### config.mk
export PLATFORM = sky130hd
export DESIGN_NAME = jt900h_blkseq
export DESIGN_NICKNAME = d
export VERILOG_FILES = /design/src/rtl/jt900h_blkseq.sv
export SDC_FILE = /design/constraint.sdc
export NUM_CORES = 1
export LEC_CHECK = 0
export CAP_MARGIN = 20
export CORE_MARGIN = 3
export CORE_UTILIZATION = 37
export DETAILED_ROUTE_END_ITERATION = 6
export PLACE_DENSITY = 0.83
export SLEW_MARGIN = 20
export SYNTH_ARGS = -nofsm -noshare
export SYNTH_HDL_FRONTEND = slang
export SYNTH_SLANG_ARGS = --single-unit
### constraint.sdc
create_clock -name clk_i -period 1.2 [get_ports clk_i]
set_input_delay 0.24 -clock clk_i [delete_from_list [all_inputs] [get_ports clk_i]]
set_output_delay 0.24 -clock clk_i [all_outputs]
set_load 0.005 [all_outputs]
### src/rtl/jt900h_blkseq.sv
// jt900h_blkseq: block-transfer sequencer for the TLCS-900H core.
//
// Runs LDI/LDD/LDIR/LDDR and CPI/CPD/CPIR/CPDR. Each iteration is one memory
// read, then one write (LD) or one compare (CP), then a single update cycle
// that pulses the pointer and counter strobes to the register file.
//
// Ports
//   clk_i, rst_i       clock, synchronous active-high reset
//   cen_i              clock enable; state and registered outputs advance only when high
//   start_i            begin an operation (sampled in IDLE only)
//   op_cp_i            0 = LD family, 1 = CP family
//   dir_dec_i          0 = increment pointers, 1 = decrement
//   rep_i              repeat until BC = 0 (or a match for CP)
//   wide_i             0 = byte, 1 = word
//   bc_unity_i         registered BC == 1 from the register file
//   irq_pend_i         interrupt pending, checked between repeat iterations
//   cmp_val_i          A / WA compare value for CP
//   rd_data_i          memory read data
//   mem_ack_i          completes the current rd_req_o / wr_req_o
//   rd_req_o, wr_req_o bus requests (decoded from the current state)
//   wr_data_o          latched read data, upper byte zeroed in byte mode
//   reg_step_o         register-file step code, {1'b0, wide}
//   src_inc_o, src_dec_o, dst_inc_o, dst_dec_o, dec_bc_o
//                      one-cycle update strobes, gated by cen_i
//   busy_o             high in every state except IDLE
//   done_o             completion pulse
//   restart_o          valid with done_o; repeat was interrupted
//   flag_v_o, flag_z_o V and Z results, valid from done_o until the next start

module jt900h_blkseq (
    input  logic        clk_i,
    input  logic        rst_i,
    input  logic        cen_i,
    input  logic        start_i,
    input  logic        op_cp_i,
    input  logic        dir_dec_i,
    input  logic        rep_i,
    input  logic        wide_i,
    input  logic        bc_unity_i,
    input  logic        irq_pend_i,
    input  logic [15:0] cmp_val_i,
    input  logic [15:0] rd_data_i,
    input  logic        mem_ack_i,
    output logic        rd_req_o,
    output logic        wr_req_o,
    output logic [15:0] wr_data_o,
    output logic [1:0]  reg_step_o,
    output logic        src_inc_o,
    output logic        src_dec_o,
    output logic        dst_inc_o,
    output logic        dst_dec_o,
    output logic        dec_bc_o,
    output logic        busy_o,
    output logic        done_o,
    output logic        restart_o,
    output logic        flag_v_o,
    output logic        flag_z_o
);

    localparam int unsigned DATA_W = 16;
    localparam int unsigned BYTE_W = 8;
    localparam int unsigned STEP_W = 2;

    typedef enum logic [2:0] {
        ST_IDLE,
        ST_RD,
        ST_WR,
        ST_CMP,
        ST_UPD,
        ST_FIN
    } state_t;

    state_t              state_q;

    // Operation descriptor captured at start
    logic                op_cp_q;
    logic                dir_dec_q;
    logic                rep_q;
    logic                wide_q;

    logic [DATA_W-1:0]   wr_data_q;
    logic [STEP_W-1:0]   reg_step_q;
    logic                match_q;
    logic                busy_q;
    logic                done_q;
    logic                restart_q;
    logic                flag_v_q;
    logic                flag_z_q;

    logic [DATA_W-1:0]   rd_data_d;
    logic [DATA_W-1:0]   cmp_val_d;
    logic                match_d;
    logic                fin_d;
    logic                upd_en;

    // Width-masked read data and compare operand
    assign rd_data_d = wide_q ? rd_data_i
                              : {BYTE_W'(0), rd_data_i[BYTE_W-1:0]};
    assign cmp_val_d = wide_q ? cmp_val_i
                              : {BYTE_W'(0), cmp_val_i[BYTE_W-1:0]};
    assign match_d   = (wr_data_q == cmp_val_d);

    // Loop terminates on single pass, last count, or a CP match
    assign fin_d     = ~rep_q | bc_unity_i | (op_cp_q & match_q);

    // Strobes fire once per UPD: only on the enabled cycle
    assign upd_en    = cen_i & (state_q == ST_UPD);

    assign rd_req_o  = (state_q == ST_RD);
    assign wr_req_o  = (state_q == ST_WR);

    assign dec_bc_o  = upd_en;
    assign src_inc_o = upd_en & ~dir_dec_q;
    assign src_dec_o = upd_en &  dir_dec_q;
    assign dst_inc_o = upd_en & ~op_cp_q & ~dir_dec_q;
    assign dst_dec_o = upd_en & ~op_cp_q &  dir_dec_q;

    assign wr_data_o  = wr_data_q;
    assign reg_step_o = reg_step_q;
    assign busy_o     = busy_q;
    assign done_o     = done_q;
    assign restart_o  = restart_q;
    assign flag_v_o   = flag_v_q;
    assign flag_z_o   = flag_z_q;

    // Sequencer state and registered outputs
    always_ff @(posedge clk_i) begin
        if (rst_i) begin
            state_q    <= ST_IDLE;
            op_cp_q    <= 1'b0;
            dir_dec_q  <= 1'b0;
            rep_q      <= 1'b0;
            wide_q     <= 1'b0;
            wr_data_q  <= DATA_W'(0);
            reg_step_q <= STEP_W'(0);
            match_q    <= 1'b0;
            busy_q     <= 1'b0;
            done_q     <= 1'b0;
            restart_q  <= 1'b0;
            flag_v_q   <= 1'b0;
            flag_z_q   <= 1'b0;
        end else if (cen_i) begin
            case (state_q)
                ST_IDLE: begin
                    if (start_i) begin
                        op_cp_q    <= op_cp_i;
                        dir_dec_q  <= dir_dec_i;
                        rep_q      <= rep_i;
                        wide_q     <= wide_i;
                        reg_step_q <= {1'b0, wide_i};
                        busy_q     <= 1'b1;
                        state_q    <= ST_RD;
                    end
                end

                ST_RD: begin
                    if (mem_ack_i) begin
                        wr_data_q <= rd_data_d;
                        state_q   <= op_cp_q ? ST_CMP : ST_WR;
                    end
                end

                ST_WR: begin
                    if (mem_ack_i) begin
                        state_q <= ST_UPD;
                    end
                end

                ST_CMP: begin
                    match_q <= match_d;
                    state_q <= ST_UPD;
                end

                // bc_unity_i still reflects BC before this cycle's decrement
                ST_UPD: begin
                    flag_v_q <= ~bc_unity_i;
                    if (op_cp_q) begin
                        flag_z_q <= match_q;
                    end
                    if (fin_d) begin
                        done_q    <= 1'b1;
                        restart_q <= 1'b0;
                        state_q   <= ST_FIN;
                    end else if (irq_pend_i) begin
                        done_q    <= 1'b1;
                        restart_q <= 1'b1;
                        state_q   <= ST_FIN;
                    end else begin
                        state_q <= ST_RD;
                    end
                end

                ST_FIN: begin
                    done_q    <= 1'b0;
                    restart_q <= 1'b0;
                    busy_q    <= 1'b0;
                    state_q   <= ST_IDLE;
                end

                default: begin
                    done_q    <= 1'b0;
                    restart_q <= 1'b0;
                    busy_q    <= 1'b0;
                    state_q   <= ST_IDLE;
                end
            endcase
        end
    end

endmodule

==> impl_metrics.env <==
export IMPL_num_rows=22
export IMPL_die_h_um=70.76
export IMPL_layout_common_cells="40 x clkdlybuf4s50_1, 36 x buf_4, 26 x nand2_1"
export IMPL_hold_violations=0
export IMPL_critPathKind="reg2out"
export IMPL_p_leak_nw=1.297
export IMPL_drv_slew=0
export IMPL_hold_path_class="in2reg"
export IMPL_cap_violations=0
export IMPL_critPathMaxFanout=3
export IMPL_floorplan_die_area_mm2=0.005006
export IMPL_antenna_left=0
export IMPL_cts_tree="built"
export IMPL_dpl_hpwl_mm=3.297
export IMPL_stdcell_area_mm2=0.003000
export IMPL_critPathLaunchType="flop"
export IMPL_clock_path_buffers=2
export IMPL_netlist_instances=190
export IMPL_violations="negative setup slack"
export IMPL_setup_slack_ps=-364.7
export IMPL_fmax_mhz=639.1
export IMPL_status="complete, but fails checks"
export IMPL_dr_pass1_iters=4
export IMPL_h_tree_depth=2
export IMPL_period_needed_ps=1565
export IMPL_ys_seq_area_share_pct=37.42
export IMPL_syn_area_mm2=0.001551
export IMPL_dieWidth_um=70.76
export IMPL_reg2reg_to="wr_data_o[0]$_SDFFE_PP0P_"
export IMPL_p_total_mw=2.445
export IMPL_final_nets=345
export IMPL_synth_cell_type_count=42
export IMPL_dpl_cell_area_mm2=0.002474
export IMPL_place_congestion=0.7681
export IMPL_fin_hold_ws_ps=367.7
export IMPL_cts_hold_buf=0
export IMPL_cts_reportedPaths_clkPinSlew_ps=60
export IMPL_grt_pass1_vias=1653
export IMPL_synth_seq_cells=29
export IMPL_cts_buffers_inserted=5
export IMPL_pin_count=73
export IMPL_wl_per_cell_um=16.24
export IMPL_coreArea_mm2=0.003854
export IMPL_reg2regPathDepth=8
export IMPL_via_per_inst=5.245
export IMPL_min_period_over_period_pct=130.4
export IMPL_clock_latency_ps=290
export IMPL_drive_gt1_share_pct=44.88
export IMPL_root_buffer="clkbuf_8"
export IMPL_start_util_pct=40.26
export IMPL_r2r_start="state_q[1]$_SDFFE_PP0P_"
export IMPL_grt_overflow_total=0
export IMPL_end_kind="primary output"
export IMPL_cp_required_ps=960
export IMPL_area_growth_pct=93.39
export IMPL_vias=1841
export IMPL_yosysWarnings=0
export IMPL_p_per_area_mw_per_mm2=814.9
export IMPL_drc=0
export IMPL_pre_cts_slack_ps=-817.1
export IMPL_layout_commonest_cell="clkdlybuf4s50_1"
export IMPL_rsz0062_at_grt="yes"
export IMPL_antenna_cells=0
export IMPL_worstPathArrival_ps=1320
export IMPL_vdd_ir_drop_max_uv=721.2
export IMPL_cts_sinks=29
export IMPL_grt_pass1_wl_mm=7.465
export IMPL_fin_skew_ps=6.187
export IMPL_setup_violations=31
export IMPL_first_iter_violations=70
export IMPL_wirelength_mm=5.701
export IMPL_regToRegSetupSlack_ps=-320
export IMPL_io_buffers=71
export IMPL_antenna_found_initial=0
export IMPL_crit_path_end="dst_dec_o"
export IMPL_grt_max_degree=19
export IMPL_hp_start="bc_unity_i"
export IMPL_grt_use_total_pct=18.35
export IMPL_synth_avg_cell_area_um2=8.166
export IMPL_syn_num_nets=233
export IMPL_startpoint="state_q[0]$_SDFFE_PP0P_"
[worst min path at each step]
stage                                       end  slack (ps)  cells after the start
after floorplan           flag_v_o$_SDFFE_PP0N_         340                      1
after global placement    flag_z_o$_SDFFE_PP0P_         450                      2
after detailed placement  flag_z_o$_SDFFE_PP0P_         460                      2
after CTS                 flag_z_o$_SDFFE_PP0P_         470                      2
after global routing      flag_v_o$_SDFFE_PP0N_         380                      3
final                     flag_v_o$_SDFFE_PP0N_         370                      3
[metal layers]
layer | track usage, % | wire (um) | up-vias
met1 | 21.42 | 2269 | 870
met3 | 5.114 | 377 | 21
li1 | - | - | 879
met2 | 30.69 | 2860 | 71
met4 | 9.186 | 194 | 0
met5 | 0 | 0 | -
[final cells by class]
class                      count  area [um2]
multi-input combinational    143        1094
tap                           48       60.06
clock inverter                 1       5.005
sequential                    29       616.8
inverter                       3       11.26
clock buffer                   7       96.34
timing repair buffer         120        1117
fill                         236       853.3
[metrics by stage]
step,utilization (%),setup TNS [ps],cells
3_3_place_gp,64.19,-15340,324
3_5_place_dp,64.19,-16200,324
4_1_cts,70.71,-6818,344
6_report,77.86,-7815,351
5_1_grt,77.86,-9782,351
2_1_floorplan,-,-69.39,190
[kinds of logic (layout without fill, tap and decap cells)]
group | after synthesis | in the layout | share of synthesized area (%)
AND/OR/NAND/NOR | 80 | 80 | 25.56
AO/OA/AOI/OAI | 44 | 44 | 18.31
flip-flops | 29 | 29 | 37.42
buffers and inverters | 18 | 131 | 7.822
XOR/XNOR | 12 | 12 | 6.774
multiplexers | 6 | 6 | 3.871
other | 1 | 1 | 0.2417
[cell usage after synthesis]
| library cell | n | share of area, % |
|---|---|---|
| nand4_1 | 2 | 0.81 |
| nor4_1 | 2 | 0.81 |
| nor2b_4 | 1 | 0.89 |
| nand2b_1 | 1 | 0.40 |
| nor3_1 | 2 | 0.65 |
| buf_6 | 3 | 2.2 |
| nand2_1 | 32 | 7.7 |
| inv_2 | 1 | 0.24 |
| and2_1 | 2 | 0.81 |
| a21oi_1 | 22 | 7.1 |
| a31oi_1 | 2 | 0.81 |
| a211oi_1 | 2 | 0.97 |
| mux2i_1 | 6 | 3.9 |
| nor4bb_1 | 2 | 1.3 |
| nor2b_1 | 2 | 0.81 |
| buf_8 | 1 | 0.97 |
| and4b_1 | 1 | 0.65 |
| nand3_1 | 11 | 3.5 |
| o31ai_1 | 1 | 0.48 |
| o22ai_1 | 1 | 0.40 |
| nand3b_1 | 2 | 0.97 |
| nand3_2 | 1 | 0.65 |
| conb_1 | 1 | 0.24 |
| and4_1 | 1 | 0.56 |
| a31o_2 | 2 | 1.1 |
| buf_2 | 4 | 1.3 |
| a21oi_2 | 1 | 0.56 |
| o221a_2 | 1 | 0.73 |
| buf_4 | 4 | 1.9 |
| a2111oi_2 | 2 | 1.9 |
| clkbuf_1 | 3 | 0.73 |
| xor2_1 | 8 | 4.5 |
| xnor2_1 | 4 | 2.3 |
| o21ai_0 | 5 | 1.6 |
| dfxtp_1 | 29 | 37 |
| nor2_2 | 1 | 0.40 |
| o21ai_2 | 1 | 0.56 |
| nor2_1 | 16 | 3.9 |
| inv_1 | 2 | 0.48 |
| a22o_1 | 3 | 1.7 |
| o21ai_1 | 1 | 0.32 |
| nor2_4 | 1 | 0.73 |
[power breakdown]
part | total [mW] | internal (mW) | switching (mW)
clock network | 0.895 | 0.517 | 0.377
registers | 1.01 | 0.984 | 0.0244
logic | 0.542 | 0.306 | 0.236
[sequential cells by signal, summed over array words and instances, names as in the netlist]
signal / cells
wr_data_o: 16
state_q: 3
busy_o: 1
dir_dec_q: 1
done_o: 1
flag_v_o: 1
flag_z_o: 1
match_q: 1
op_cp_q: 1
reg_step_o: 1
rep_q: 1
restart_o: 1
[critical path: stages (launching register included)]
cell,delay [ps]
dfxtp_4,360
nor2_4,120
nand3_2,100
inv_2,90
and2_4,140
nor2b_4,140
buf_6,100
[repair_timing]
action,4_1_cts,5_1_grt
setup endpoints to repair,53,34
gates resized for setup,90,47
buffers inserted,12,7
pin swaps,10,35
cloned,1,2
No activity file was read; power rests on OpenSTA's default activity.
